===== src/rtl/mem_port_arbiter_if.sv =====
// Core fetch/data ports and the shared memory handshake of mem_port_arbiter.
// The master modport is the arbiter's view; slave is the core-plus-memory side.
interface mem_port_arbiter_if;
    logic        i_req;
    logic [31:0] i_addr;
    logic [31:0] i_rdata;
    logic        i_done;

    logic        d_req;
    logic        d_we;
    logic [2:0]  d_ctrl;
    logic [31:0] d_addr;
    logic [31:0] d_wdata;
    logic [31:0] d_rdata;
    logic        d_done;

    logic        m_req;
    logic        m_we;
    logic [2:0]  m_ctrl;
    logic [31:0] m_addr;
    logic [31:0] m_wdata;
    logic        m_ack;
    logic [31:0] m_rdata;

    logic        err;

    modport master (
        input  i_req, i_addr, d_req, d_we, d_ctrl, d_addr, d_wdata, m_ack, m_rdata,
        output i_rdata, i_done, d_rdata, d_done,
        output m_req, m_we, m_ctrl, m_addr, m_wdata, err
    );

    modport slave (
        output i_req, i_addr, d_req, d_we, d_ctrl, d_addr, d_wdata, m_ack, m_rdata,
        input  i_rdata, i_done, d_rdata, d_done,
        input  m_req, m_we, m_ctrl, m_addr, m_wdata, err
    );
endinterface


===== src/rtl/mem_port_arbiter.sv =====
// Shares one variable-latency memory between the core's fetch (I) and data (D) ports,
// with a fetch starvation guard and a sticky ack-timeout error.
module mem_port_arbiter #(
    parameter int unsigned MAX_D_STREAK = 4,
    parameter int unsigned ACK_TIMEOUT  = 255
) (
    input  logic               clk,
    input  logic               reset,
    mem_port_arbiter_if.master bus
);

    localparam int unsigned SW = (MAX_D_STREAK > 0) ? $clog2(MAX_D_STREAK + 1) : 1;
    localparam int unsigned TW = (ACK_TIMEOUT > 0) ? $clog2(ACK_TIMEOUT + 1) : 1;
    localparam logic [2:0]  CTRL_WORD = 3'b010;

    typedef enum logic [1:0] {
        IDLE  = 2'd0,
        GNT_I = 2'd1,
        GNT_D = 2'd2
    } state_t;

    state_t      state_q, state_d;
    logic        m_req_q, m_req_d;
    logic        m_we_q, m_we_d;
    logic [2:0]  m_ctrl_q, m_ctrl_d;
    logic [31:0] m_addr_q, m_addr_d;
    logic [31:0] m_wdata_q, m_wdata_d;
    logic [31:0] i_rdata_q, i_rdata_d;
    logic        i_done_q, i_done_d;
    logic [31:0] d_rdata_q, d_rdata_d;
    logic        d_done_q, d_done_d;
    logic [SW-1:0] streak_q, streak_d;
    logic [TW-1:0] tmo_q, tmo_d;
    logic        err_q, err_d;

    logic i_ok, d_ok, streak_full, i_wins, tmo_hit;

    // A port's request is stale in the cycle its done pulse is visible to the core.
    assign i_ok        = bus.i_req & ~i_done_q;
    assign d_ok        = bus.d_req & ~d_done_q;
    assign streak_full = (MAX_D_STREAK > 0) && (streak_q == SW'(MAX_D_STREAK));
    assign i_wins      = i_ok & (~d_ok | streak_full);
    assign tmo_hit     = (ACK_TIMEOUT > 0) && (tmo_q == TW'(ACK_TIMEOUT - 1));

    always_comb begin
        state_d   = state_q;
        m_req_d   = m_req_q;
        m_we_d    = m_we_q;
        m_ctrl_d  = m_ctrl_q;
        m_addr_d  = m_addr_q;
        m_wdata_d = m_wdata_q;
        i_rdata_d = i_rdata_q;
        d_rdata_d = d_rdata_q;
        i_done_d  = 1'b0;
        d_done_d  = 1'b0;
        streak_d  = streak_q;
        tmo_d     = tmo_q;
        err_d     = err_q;

        unique case (state_q)
            IDLE: begin
                if (i_wins) begin
                    state_d   = GNT_I;
                    m_req_d   = 1'b1;
                    m_we_d    = 1'b0;
                    m_ctrl_d  = CTRL_WORD;
                    m_addr_d  = bus.i_addr;
                    m_wdata_d = '0;
                    tmo_d     = '0;
                    streak_d  = '0;
                end else if (d_ok) begin
                    state_d   = GNT_D;
                    m_req_d   = 1'b1;
                    m_we_d    = bus.d_we;
                    m_ctrl_d  = bus.d_ctrl;
                    m_addr_d  = bus.d_addr;
                    m_wdata_d = bus.d_wdata;
                    tmo_d     = '0;
                    if (bus.i_req && !streak_full && MAX_D_STREAK > 0) begin
                        streak_d = streak_q + SW'(1);
                    end
                end
            end
            GNT_I, GNT_D: begin
                // An ack arriving on the timeout cycle still completes normally.
                if (bus.m_ack) begin
                    state_d = IDLE;
                    m_req_d = 1'b0;
                    if (state_q == GNT_I) begin
                        i_done_d  = 1'b1;
                        i_rdata_d = bus.m_rdata;
                    end else begin
                        d_done_d  = 1'b1;
                        d_rdata_d = bus.m_rdata;
                    end
                end else if (tmo_hit) begin
                    state_d = IDLE;
                    m_req_d = 1'b0;
                    err_d   = 1'b1;
                    tmo_d   = TW'(ACK_TIMEOUT);
                    if (state_q == GNT_I) begin
                        i_done_d  = 1'b1;
                        i_rdata_d = '0;
                    end else begin
                        d_done_d  = 1'b1;
                        d_rdata_d = '0;
                    end
                end else if (ACK_TIMEOUT > 0) begin
                    tmo_d = tmo_q + TW'(1);
                end
            end
            default: begin
                state_d = IDLE;
                m_req_d = 1'b0;
            end
        endcase
    end

    always_ff @(posedge clk or posedge reset) begin
        if (reset) begin
            state_q   <= IDLE;
            m_req_q   <= 1'b0;
            m_we_q    <= 1'b0;
            m_ctrl_q  <= '0;
            m_addr_q  <= '0;
            m_wdata_q <= '0;
            i_rdata_q <= '0;
            i_done_q  <= 1'b0;
            d_rdata_q <= '0;
            d_done_q  <= 1'b0;
            streak_q  <= '0;
            tmo_q     <= '0;
            err_q     <= 1'b0;
        end else begin
            state_q   <= state_d;
            m_req_q   <= m_req_d;
            m_we_q    <= m_we_d;
            m_ctrl_q  <= m_ctrl_d;
            m_addr_q  <= m_addr_d;
            m_wdata_q <= m_wdata_d;
            i_rdata_q <= i_rdata_d;
            i_done_q  <= i_done_d;
            d_rdata_q <= d_rdata_d;
            d_done_q  <= d_done_d;
            streak_q  <= streak_d;
            tmo_q     <= tmo_d;
            err_q     <= err_d;
        end
    end

    assign bus.m_req   = m_req_q;
    assign bus.m_we    = m_we_q;
    assign bus.m_ctrl  = m_ctrl_q;
    assign bus.m_addr  = m_addr_q;
    assign bus.m_wdata = m_wdata_q;
    assign bus.i_rdata = i_rdata_q;
    assign bus.i_done  = i_done_q;
    assign bus.d_rdata = d_rdata_q;
    assign bus.d_done  = d_done_q;
    assign bus.err     = err_q;

endmodule

===== src/flat_wrapper.sv =====
// flat-port wrapper written by rule: the top's interface ports become plain ports
module mem_port_arbiter_flat 
#(
    parameter int unsigned MAX_D_STREAK = 4,
    parameter int unsigned ACK_TIMEOUT  = 255
)
  (clk, reset, bus_i_req, bus_i_addr, bus_d_req, bus_d_we, bus_d_ctrl, bus_d_addr, bus_d_wdata, bus_m_ack, bus_m_rdata, bus_i_rdata, bus_i_done, bus_d_rdata, bus_d_done, bus_m_req, bus_m_we, bus_m_ctrl, bus_m_addr, bus_m_wdata, bus_err);
  mem_port_arbiter_if bus_i ();
  input  logic clk;
  input  logic reset;
  input wire logic [$bits(bus_i.i_req)-1:0] bus_i_req;
  input wire logic [$bits(bus_i.i_addr)-1:0] bus_i_addr;
  input wire logic [$bits(bus_i.d_req)-1:0] bus_d_req;
  input wire logic [$bits(bus_i.d_we)-1:0] bus_d_we;
  input wire logic [$bits(bus_i.d_ctrl)-1:0] bus_d_ctrl;
  input wire logic [$bits(bus_i.d_addr)-1:0] bus_d_addr;
  input wire logic [$bits(bus_i.d_wdata)-1:0] bus_d_wdata;
  input wire logic [$bits(bus_i.m_ack)-1:0] bus_m_ack;
  input wire logic [$bits(bus_i.m_rdata)-1:0] bus_m_rdata;
  output wire logic [$bits(bus_i.i_rdata)-1:0] bus_i_rdata;
  output wire logic [$bits(bus_i.i_done)-1:0] bus_i_done;
  output wire logic [$bits(bus_i.d_rdata)-1:0] bus_d_rdata;
  output wire logic [$bits(bus_i.d_done)-1:0] bus_d_done;
  output wire logic [$bits(bus_i.m_req)-1:0] bus_m_req;
  output wire logic [$bits(bus_i.m_we)-1:0] bus_m_we;
  output wire logic [$bits(bus_i.m_ctrl)-1:0] bus_m_ctrl;
  output wire logic [$bits(bus_i.m_addr)-1:0] bus_m_addr;
  output wire logic [$bits(bus_i.m_wdata)-1:0] bus_m_wdata;
  output wire logic [$bits(bus_i.err)-1:0] bus_err;
  assign bus_i.i_req = bus_i_req;
  assign bus_i.i_addr = bus_i_addr;
  assign bus_i.d_req = bus_d_req;
  assign bus_i.d_we = bus_d_we;
  assign bus_i.d_ctrl = bus_d_ctrl;
  assign bus_i.d_addr = bus_d_addr;
  assign bus_i.d_wdata = bus_d_wdata;
  assign bus_i.m_ack = bus_m_ack;
  assign bus_i.m_rdata = bus_m_rdata;
  assign bus_i_rdata = bus_i.i_rdata;
  assign bus_i_done = bus_i.i_done;
  assign bus_d_rdata = bus_i.d_rdata;
  assign bus_d_done = bus_i.d_done;
  assign bus_m_req = bus_i.m_req;
  assign bus_m_we = bus_i.m_we;
  assign bus_m_ctrl = bus_i.m_ctrl;
  assign bus_m_addr = bus_i.m_addr;
  assign bus_m_wdata = bus_i.m_wdata;
  assign bus_err = bus_i.err;
  mem_port_arbiter #(.MAX_D_STREAK(MAX_D_STREAK), .ACK_TIMEOUT(ACK_TIMEOUT)) u_core (.clk(clk), .reset(reset), .bus(bus_i));
endmodule

===== config.mk =====
export PLATFORM = sky130hd
export DESIGN_NAME = mem_port_arbiter_flat
export DESIGN_NICKNAME = d
export VERILOG_FILES = /design/src/rtl/mem_port_arbiter_if.sv /design/src/rtl/mem_port_arbiter.sv /design/src/flat_wrapper.sv
export SDC_FILE = /design/constraint.sdc
export NUM_CORES = 1
export LEC_CHECK = 0
export CAP_MARGIN = 20
export CORE_MARGIN = 2
export CORE_UTILIZATION = 43
export DETAILED_ROUTE_END_ITERATION = 10
export PLACE_DENSITY = 0.81
export SETUP_SLACK_MARGIN = 0.02
export SYNTH_ARGS = -nofsm -noshare
export SYNTH_HDL_FRONTEND = slang
export SYNTH_SLANG_ARGS = --single-unit

===== constraint.sdc =====
create_clock -name clk -period 6.1 [get_ports clk]
set_input_delay 1.22 -clock clk [delete_from_list [all_inputs] [get_ports clk]]
set_output_delay 1.22 -clock clk [all_outputs]
set_load 0.05 [all_outputs]

==> impl_metrics.tcl, run 1 <==
set metrics [dict create \
    status "completed" \
    cts_resized 0 \
    reg2regPathDepth 7 \
    report.final.slew_viol_count 0 \
    total_power_mw 6.398 \
    clockBufferDepth 2 \
    yosysTopAreaCell "dfrtp_1" \
    start_kind "primary input" \
    port_buffers 272 \
    overflow 0 \
    area_delta_synth_final_pct 52.09 \
    postCtsSetupBuffers 0 \
    hp-class "reg -> reg" \
    synth_cell_types 44 \
    die_w_um 125.2 \
    avgViaCountPerCell 5.548 \
    worst-path-buf-inv 1 \
    setup_viol 0 \
    coreArea_sq_um 14420 \
    synth.yosys.seq_area_share_pct 59.07 \
    place.gp.congestion 0.8363 \
    crit_type "in -> reg" \
    grt.total_usage_pct 22.42 \
    path_clk_slew_ns 0.06 \
    async_flop_share_pct 100.0 \
    slew_headroom_pct 34.01 \
    design_area_sq_um 9600 \
    wl_per_cell_um 18.93 \
    crit_required_ns 6.40 \
    synthFlopType "dfrtp_1" \
    drtAntennaViolNets 0 \
    worst-slew-pin-transition_ns 0.9851 \
    drc 0 \
    max_cap_violations 0 \
    r2r_setup_slack_ns 3.78 \
    synth_cells 476 \
    rsz0062_at_grt "no" \
    htreeDepth 4 \
    syn-num-nets 620 \
    r2r-start "u_core.state_q[1]" \
    cp.depth 5 \
    start_util_pct 43.76 \
    netlist_area_sq_um 6312 \
    boundaryPins 273 \
    placed_area_sq_um 8956 \
    crit_path_start "bus_i_req" \
    dieArea_sq_um 15670 \
    skew_ns 0.006740 \
    final_cell_mix "clkdlybuf4s50_1, dfrtp_1, a32o_1" \
    cts_made_buffers 17 \
    fin_nets 877 \
    critPathMaxFanout 101 \
    hold_ws_ns 0.4819 \
    wirelength_mm 17.59 \
    vdd_drop_max_uv 510.9 \
    num_antenna_cells 0 \
    cp_top_family "compound AO/OA/AOI/OAI gates" \
    root_buffer "clkbuf_16" \
    fin_cells 929 \
    crit_slowest_cell "a21o_4" \
    post-place-cells 896 \
    vias 5154 \
    end_kind "flip-flop" \
    timing.final.crit_share_pct 48.21 \
    min_from "u_core.bus.m_addr[29]" \
    grt_pass1_vias 5350 \
    powerDensity_nw_per_um2 666.4 \
    num_rows 44 \
    place_hpwl_mm 12.55 \
    synth_area_leaders "dfrtp_1, a32o_1, mux2i_1" \
    ys_ff_latch 149 \
    synth_top_area_share_pct 59.07 \
    dr.pass1.iters 5 \
    ys.warnings.count 0 \
    cts.sinks 149 \
    p_leak_nw 4.096 \
    drtIter0Drc 323 \
    synth_edf_count 0 \
    crit_chain "clkdlybuf4s50_1, nand2b_1, a21o_4, nor2_8, a22o_1" \
    layout-drive-gt1-share_pct 6.711 \
    hold_path_depth 2 \
    cts_tree "yes" \
    final_common_cell "clkdlybuf4s50_1" \
    grt_pass1_wl_mm 27.72 \
    finalCriticalPeriod_ns 2.941 \
    hold_viol_final 0 \
    grt_max_degree 115 \
    max_freq_mhz 340.1 \
    cpPeakStageDelay_ns 0.78 \
    avgSynthCellArea_sq_um 13.26 \
    fin_tns_setup_ns 0 \
    r2r_end "u_core.bus.d_rdata[24]" \
    hold_end "u_core.bus.m_addr[29]" \
    grt_antenna_before_repair 0 \
    holdBufCountCts 0 \
    arrival_ns 3.24 \
    clk_latency_ns 0.41 \
    dieHeight_um 125.2 \
]
==> worst max-delay path by stage <==
stage / endpoint / slack (ns)
floorplan: u_core.bus.d_done / 0.87
global placement: u_core.bus.m_wdata[6] / 2.82
detailed placement: u_core.bus.d_rdata[31] / 2.73
CTS: u_core.bus.i_rdata[31] / 3.14
global route: u_core.bus.m_wdata[16] / 2.99
finish: u_core.bus.m_wdata[16] / 3.16
==> cell usage after synthesis, types with 2 or more instances <==
master,instances
nand3_1,2
buf_8,5
mux2i_1,32
nor2_8,2
o21ai_1,28
and2_1,2
buf_2,7
nor3_1,2
clkbuf_8,2
nand2_1,42
a32o_1,64
nor2b_1,3
clkbuf_1,3
o211ai_4,2
o21ai_0,10
a21oi_1,15
nand2b_1,3
nor2_1,3
a21o_1,2
o2bb2ai_1,4
dfrtp_1,149
inv_1,13
dlygate4sd1_1,3
a41oi_1,3
buf_6,13
a22o_1,36
buf_1,2
buf_4,2
ha_1,7
==> power by group <==
| part | switching [mW] | total (mW) | internal (mW) |
|---|---|---|---|
| Clock | 0.404 | 1.06 | 0.652 |
| Sequential | 0.275 | 1.71 | 1.44 |
| Combinational | 2.37 | 3.63 | 1.26 |
==> tightest hold or removal path, stage by stage, from the launching register on <==
cell	delay, ns
dfrtp_1	0.34
nand2_1	0.05
o21ai_0	0.06
==> sequential cells by signal, summed over array words and instances (netlist names) <==
| register | count |
|---|---|
| u_core.bus.d_rdata | 32 |
| u_core.bus.i_rdata | 32 |
| u_core.bus.m_addr | 32 |
| u_core.bus.m_wdata | 32 |
| u_core.tmo_q | 8 |
| u_core.bus.m_ctrl | 3 |
| u_core.streak_q | 3 |
| u_core.state_q | 2 |
| u_core.bus.d_done | 1 |
| u_core.bus.err | 1 |
| u_core.bus.i_done | 1 |
| u_core.bus.m_req | 1 |
| u_core.bus.m_we | 1 |
==> cell families (layout without fill, tap and decap cells) <==
| logic type | after synthesis | count (layout) | share of synthesized area, % |
|---|---|---|---|
| AO/OA/AOI/OAI | 169 | 169 | 21.92 |
| adder cells (fa/ha/maj) | 7 | 7 | 1.387 |
| buffers and inverters | 53 | 322 | 6.858 |
| flip-flops | 149 | 149 | 59.07 |
| multiplexers | 33 | 33 | 5.253 |
| AND/OR/NAND/NOR | 65 | 65 | 5.511 |
==> per-layer routing <==
layer | GRT usage, % | up-vias | wire (um)
met5 | 0 | - | 0
met4 | 8.170 | 0 | 422
met3 | 9.157 | 32 | 1647
met2 | 37.76 | 254 | 8797
met1 | 25.83 | 2538 | 6719
li1 | - | 2330 | -
==> cell type report <==
cell class              instances  area (sq um)
repair buffers                278          2820
well taps                     184         230.2
clock buffers                  19         442.9
inverters                      13         53.80
multi-input cells             274          2171
clock inverters                12         153.9
fillers                      1085          4823
flip-flops and latches        149          3729
==> metrics by stage <==
stage / util (%) / setup WS [ns]
after CTS: 66.23 / 3.144
final: 66.56 / 3.159
after detailed placement: 62.09 / 2.725
after global placement: 61.90 / 2.825
after floorplan: - / 0.8720
after global routing: 66.56 / 2.987
(Power assumes the default switching activity.)
==> run 2, diff against run 1 <==
==> constraint.sdc (replaced) <==
create_clock -name clk -period 2.8 [get_ports clk]
set_input_delay 0.56 -clock clk [delete_from_list [all_inputs] [get_ports clk]]
set_output_delay 0.56 -clock clk [all_outputs]
set_load 0.05 [all_outputs]
==> run 2 against run 1 <==
Sequential power increased by 120%; core utilization increased by 0.56 points; clock power increased by 130%; clock skew decreased by 0.00082 ns; power increased by 120%; cell area increased by 0.85%; sequential cell count unchanged; critical endpoint is now bus_d_done; largest cell class unchanged; largest power group unchanged.
==> impl_metrics.tcl, run 2 (synthesis results as in run 1) <==
set metrics [dict create \
    die_w_um 125.2 \
    worst-slew-pin-transition_ns 0.6085 \
    report.final.slew_viol_count 0 \
    layout-drive-gt1-share_pct 7.467 \
    rsz0062_at_grt "no" \
    finalCriticalPeriod_ns 2.244 \
    powerDensity_nw_per_um2 1455 \
    crit_type "reg -> out" \
    htreeDepth 4 \
    grt_pass1_wl_mm 27.38 \
    fin_nets 881 \
    area_delta_synth_final_pct 53.38 \
    wirelength_mm 17.45 \
    num_rows 44 \
    place_hpwl_mm 12.97 \
    dieArea_sq_um 15670 \
    p_leak_nw 4.134 \
    grt_antenna_before_repair 0 \
    skew_ns 0.005923 \
    dieHeight_um 125.2 \
    slew_headroom_pct 59.39 \
    cts_tree "yes" \
    hp-class "reg -> reg" \
    vias 5106 \
    crit_slowest_cell "clkdlybuf4s50_1" \
    port_buffers 272 \
    cts_resized 0 \
    avgViaCountPerCell 5.467 \
    grt_max_degree 90 \
    worst-path-buf-inv 1 \
    status "completed" \
    start_util_pct 43.76 \
    clk_latency_ns 0.41 \
    drc 0 \
    place.gp.congestion 0.8598 \
    grt.total_usage_pct 22.15 \
    postCtsSetupBuffers 0 \
    max_freq_mhz 445.7 \
    cpPeakStageDelay_ns 0.86 \
    grt_pass1_vias 5184 \
    boundaryPins 273 \
    holdBufCountCts 0 \
    cts_made_buffers 17 \
    root_buffer "clkbuf_16" \
    critPathMaxFanout 3 \
    dr.pass1.iters 5 \
    timing.final.crit_share_pct 80.13 \
    wl_per_cell_um 18.69 \
    fin_tns_setup_ns 0 \
    cts.sinks 149 \
    hold_viol_final 0 \
    overflow 0 \
    vdd_drop_max_uv 943.5 \
    coreArea_sq_um 14420 \
    max_cap_violations 0 \
    arrival_ns 1.68 \
    drtAntennaViolNets 0 \
    crit_required_ns 2.24 \
    start_kind "flip-flop" \
    total_power_mw 14.09 \
    drtIter0Drc 354 \
    crit_chain "clkdlybuf4s50_1" \
    post-route-util_pct 67.12 \
    end_kind "output port" \
    num_antenna_cells 0 \
    setup_viol 0 \
    final_cell_mix "clkdlybuf4s50_1, dfrtp_1, a32o_1" \
    clockBufferDepth 2 \
    path_clk_slew_ns 0.06 \
    final_common_cell "clkdlybuf4s50_1" \
    cp_top_family "buffers and inverters" \
]
## run 2: changes by cell type in the layout (fill, tap and decap cells not counted), sizes merged
cell    before  now
inv         14   15
bufinv       3    4
clkbuf      19   18
buf          6   10
## run 2: metal layers
| layer | part of all wire [%] | track usage [%] | up-vias |
|---|---|---|---|
| met1 | 39 | 26.18 | 2507 |
| met4 | 1.7 | 7.516 | 0 |
| met3 | 8.5 | 7.360 | 23 |
| li1 | - | - | 2333 |
| met5 | 0 | 0 | - |
| met2 | 51 | 38.11 | 243 |
## run 2: final cells by class
class / instances / area (sq um)
sequential: 149 / 3729
clock inverter: 14 / 200.2
clock buffer: 18 / 439.2
timing repair buffer: 282 / 2860
fill: 1065 / 4742
multi-input combinational: 274 / 2171
inverter: 13 / 52.55
tap: 184 / 230.2
## run 2: where the power goes
part | internal (mW) | leakage [nW] | switching [mW]
sequential | 3.13 | 1.89 | 0.600
combinational | 2.77 | 1.94 | 5.15
clock | 1.53 | 0.309 | 0.912
## run 2: path summary, 6_finish.rpt
path                                           to  cells past startpoint                  start  slack (ns)
setup / recovery                       bus_d_done                      1      u_core.bus.d_done        0.56
min in group asynchronous  u_core.bus.m_wdata[24]                      2                  reset        0.56
hold reg to reg             u_core.bus.m_addr[26]                      2  u_core.bus.m_addr[26]        0.49
max in group asynchronous   u_core.bus.d_rdata[1]                      3                  reset        1.52
hold / removal              u_core.bus.m_addr[26]                      2  u_core.bus.m_addr[26]        0.49
setup reg to reg           u_core.bus.i_rdata[25]                      5      u_core.state_q[0]        0.82
## run 2: per-stage QoR
stage | instance area, sq um | worst slack (ns) | instances | hold slack (ns)
after floorplan | 6316 | 0.3650 | 476 | 0.4814
after global placement | 9042 | 0.5518 | 902 | 0.4657
after detailed placement | 9042 | 0.4960 | 902 | 0.4777
after CTS | 9682 | 0.5265 | 934 | 0.4913
after global routing | 9682 | 0.4970 | 934 | 0.5005
final | 9682 | 0.5565 | 934 | 0.4864
==> run 3, diff against run 2 <==
--- a/config.mk
+++ b/config.mk
@@ -7,9 +7,9 @@
 export LEC_CHECK = 0
 export CAP_MARGIN = 20
 export CORE_MARGIN = 2
-export CORE_UTILIZATION = 43
+export CORE_UTILIZATION = 38
 export DETAILED_ROUTE_END_ITERATION = 10
-export PLACE_DENSITY = 0.81
+export PLACE_DENSITY = 0.76
 export SETUP_SLACK_MARGIN = 0.02
 export SYNTH_ARGS = -nofsm -noshare
 export SYNTH_HDL_FRONTEND = slang
==> constraint.sdc (replaced) <==
create_clock -name clk -period 2 [get_ports clk]
set_input_delay 0.4 -clock clk [delete_from_list [all_inputs] [get_ports clk]]
set_output_delay 0.4 -clock clk [all_outputs]
set_load 0.05 [all_outputs]
==> run 3 against run 2 <==
Die area up 13%; hold slack worse by 0.015 ns; sequential cell count unchanged; power up 34%; sequential power up 38%; cell area about the same; global-route usage down 2.7 points; critical endpoint is now u_core.bus.d_rdata[26]; first-iteration DRC count down 58%.
==> impl_metrics.tcl, run 3 (synthesis results as in run 1) <==
set metrics [dict create \
    num_antenna_cells 0 \
    grt_max_degree 102 \
    crit_type "reg -> reg" \
    grt_antenna_before_repair 0 \
    worst-slew-pin-transition_ns 0.5751 \
    p_leak_nw 4.653 \
    drc 0 \
    avgViaCountPerCell 5.132 \
    wl_per_cell_um 17.43 \
    hp-class "reg -> reg" \
    final_common_cell "dfrtp_1" \
    place.gp.congestion 0.7532 \
    vias 5045 \
    timing.final.crit_share_pct 88.42 \
    place_hpwl_mm 12.44 \
    postCtsSetupBuffers 0 \
    grt_pass1_wl_mm 27.22 \
    max_freq_mhz 565.5 \
    rsz0062_at_grt "no" \
    cts.sinks 149 \
    slew_headroom_pct 61.66 \
    fin_nets 894 \
    boundaryPins 273 \
    switching_share_pct 49.14 \
    root_buffer "clkbuf_16" \
    htreeDepth 4 \
    dieArea_sq_um 17660 \
    hold_ws_ns 0.4716 \
    dr.pass1.iters 5 \
    clk_latency_ns 0.41 \
    start_util_pct 38.47 \
    end_kind "flip-flop" \
    skew_ns 0.007989 \
    fin_ws_ns 0.2317 \
    status "completed" \
    port_buffers 272 \
    pre_cts_ws_ns -0.06218 \
    drtIter0Drc 147 \
    path_clk_slew_ns 0.06 \
    post-route-util_pct 59.03 \
    cts_made_buffers 17 \
    max_cap_violations 0 \
    fin_cells 983 \
    area_delta_synth_final_pct 53.42 \
    combPwrFrac_pct 55.7 \
    finalCriticalPeriod_ns 1.768 \
    grt_pass1_vias 5242 \
    overflow 0 \
    crit_required_ns 2.29 \
    num_rows 47 \
    critPathMaxFanout 9 \
    final_cell_mix "dfrtp_1, clkdlybuf4s50_1, dlygate4sd2_1" \
    hold_viol_final 0 \
    report.final.slew_viol_count 0 \
    holdBufCountCts 0 \
    pwr-share-seq_pct 27.4 \
    vdd_drop_max_uv 902.0 \
    cts_tree "yes" \
    setup_viol 0 \
    powerDensity_nw_per_um2 1949 \
    post-place-cells 951 \
    dieHeight_um 132.9 \
    coreArea_sq_um 16410 \
    internal_power_mw 9.597 \
    wirelength_mm 17.14 \
    power_switching_mw 9.274 \
    placed_area_sq_um 9200 \
    layout-drive-gt1-share_pct 10.09 \
    p_clk_share_pct 17.0 \
    design_area_sq_um 9684 \
    drtAntennaViolNets 0 \
    die_w_um 132.9 \
    arrival_ns 2.06 \
    start_kind "flip-flop" \
    clockBufferDepth 2 \
    grt.total_usage_pct 19.42 \
]
[run 3: cell count changes in the layout (fill, tap and decap cells not counted), moves of 2 or more]
cell / previous run / this run
buf_12: 5 / 8
buf_4: 5 / 24
dlygate4sd2_1: 0 / 116
bufinv_16: 4 / 2
clkdlybuf4s50_1: 272 / 136
dlymetal6s2s_1: 0 / 11
[run 3: power by group through the flow]
stage | Combinational (mW) | Sequential, mW | Clock, mW
6_report | 10.5 | 5.16 | 3.20
5_1_grt | 11.1 | 5.33 | 3.44
4_1_cts | 10.6 | 5.17 | 3.29
3_5_place_dp | 11.4 | 5.24 | 0
3_3_place_gp | 11.1 | 5.17 | 0
2_1_floorplan | 3.35 | 9.55 | 0
[run 3: area by class of cell]
cell class / instances / area [sq um]
Clock buffer: 20 / 456.7
Clock inverter: 12 / 145.1
Fill cell: 1347 / 6723
Inverter: 13 / 52.55
Multi-Input combinational cell: 274 / 2171
Sequential cell: 149 / 3729
Tap cell: 220 / 275.3
Timing Repair Buffer: 295 / 2855
[run 3: per-stage QoR]
step / setup TNS, ns / total power, mW
floorplan: -40.97 / 12.90
detailed placement: -0.8874 / 16.59
finish: 0 / 18.87
CTS: 0 / 19.05
global placement: 0 / 16.31
global route: 0 / 19.82
[run 3: worst paths after layout]
check | start | slack (ns) | end | cells after the start
max | u_core.tmo_q[0] | 0.23 | u_core.bus.d_rdata[26] | 7
min | u_core.bus.err | 0.47 | u_core.bus.err | 1
max reg2reg | u_core.tmo_q[0] | 0.23 | u_core.bus.d_rdata[26] | 7
min reg2reg | u_core.bus.err | 0.47 | u_core.bus.err | 1
max in group asynchronous | reset | 1.05 | u_core.bus.i_rdata[9] | 3
min in group asynchronous | reset | 0.50 | u_core.bus.m_wdata[19] | 3
[run 3: what timing repair did]
| action | CTS | global route |
|---|---|---|
| hold endpoints to repair | 0 | 0 |
| setup endpoints to repair | 116 | 11 |
| gates resized for setup | 116 | 11 |
| pin swaps | 0 | 0 |
[run 3: routing by layer]
metal,track usage [%],vias up,share of wire [%],routed length [um]
li1,-,2365,-,-
met1,23.26,2434,41,7054
met2,33.77,228,51,8679
met3,6.015,18,6.9,1182
met4,5.556,0,1.3,218
met5,0,-,0,0
[run 3: critical path, cell delays in order (launching register included)]
cell      delay, ns
dfrtp_1        0.41
inv_1          0.09
ha_1           0.22
nand4_4        0.18
nor2_8         0.23
o211ai_4       0.10
buf_4          0.18
a32o_1         0.22
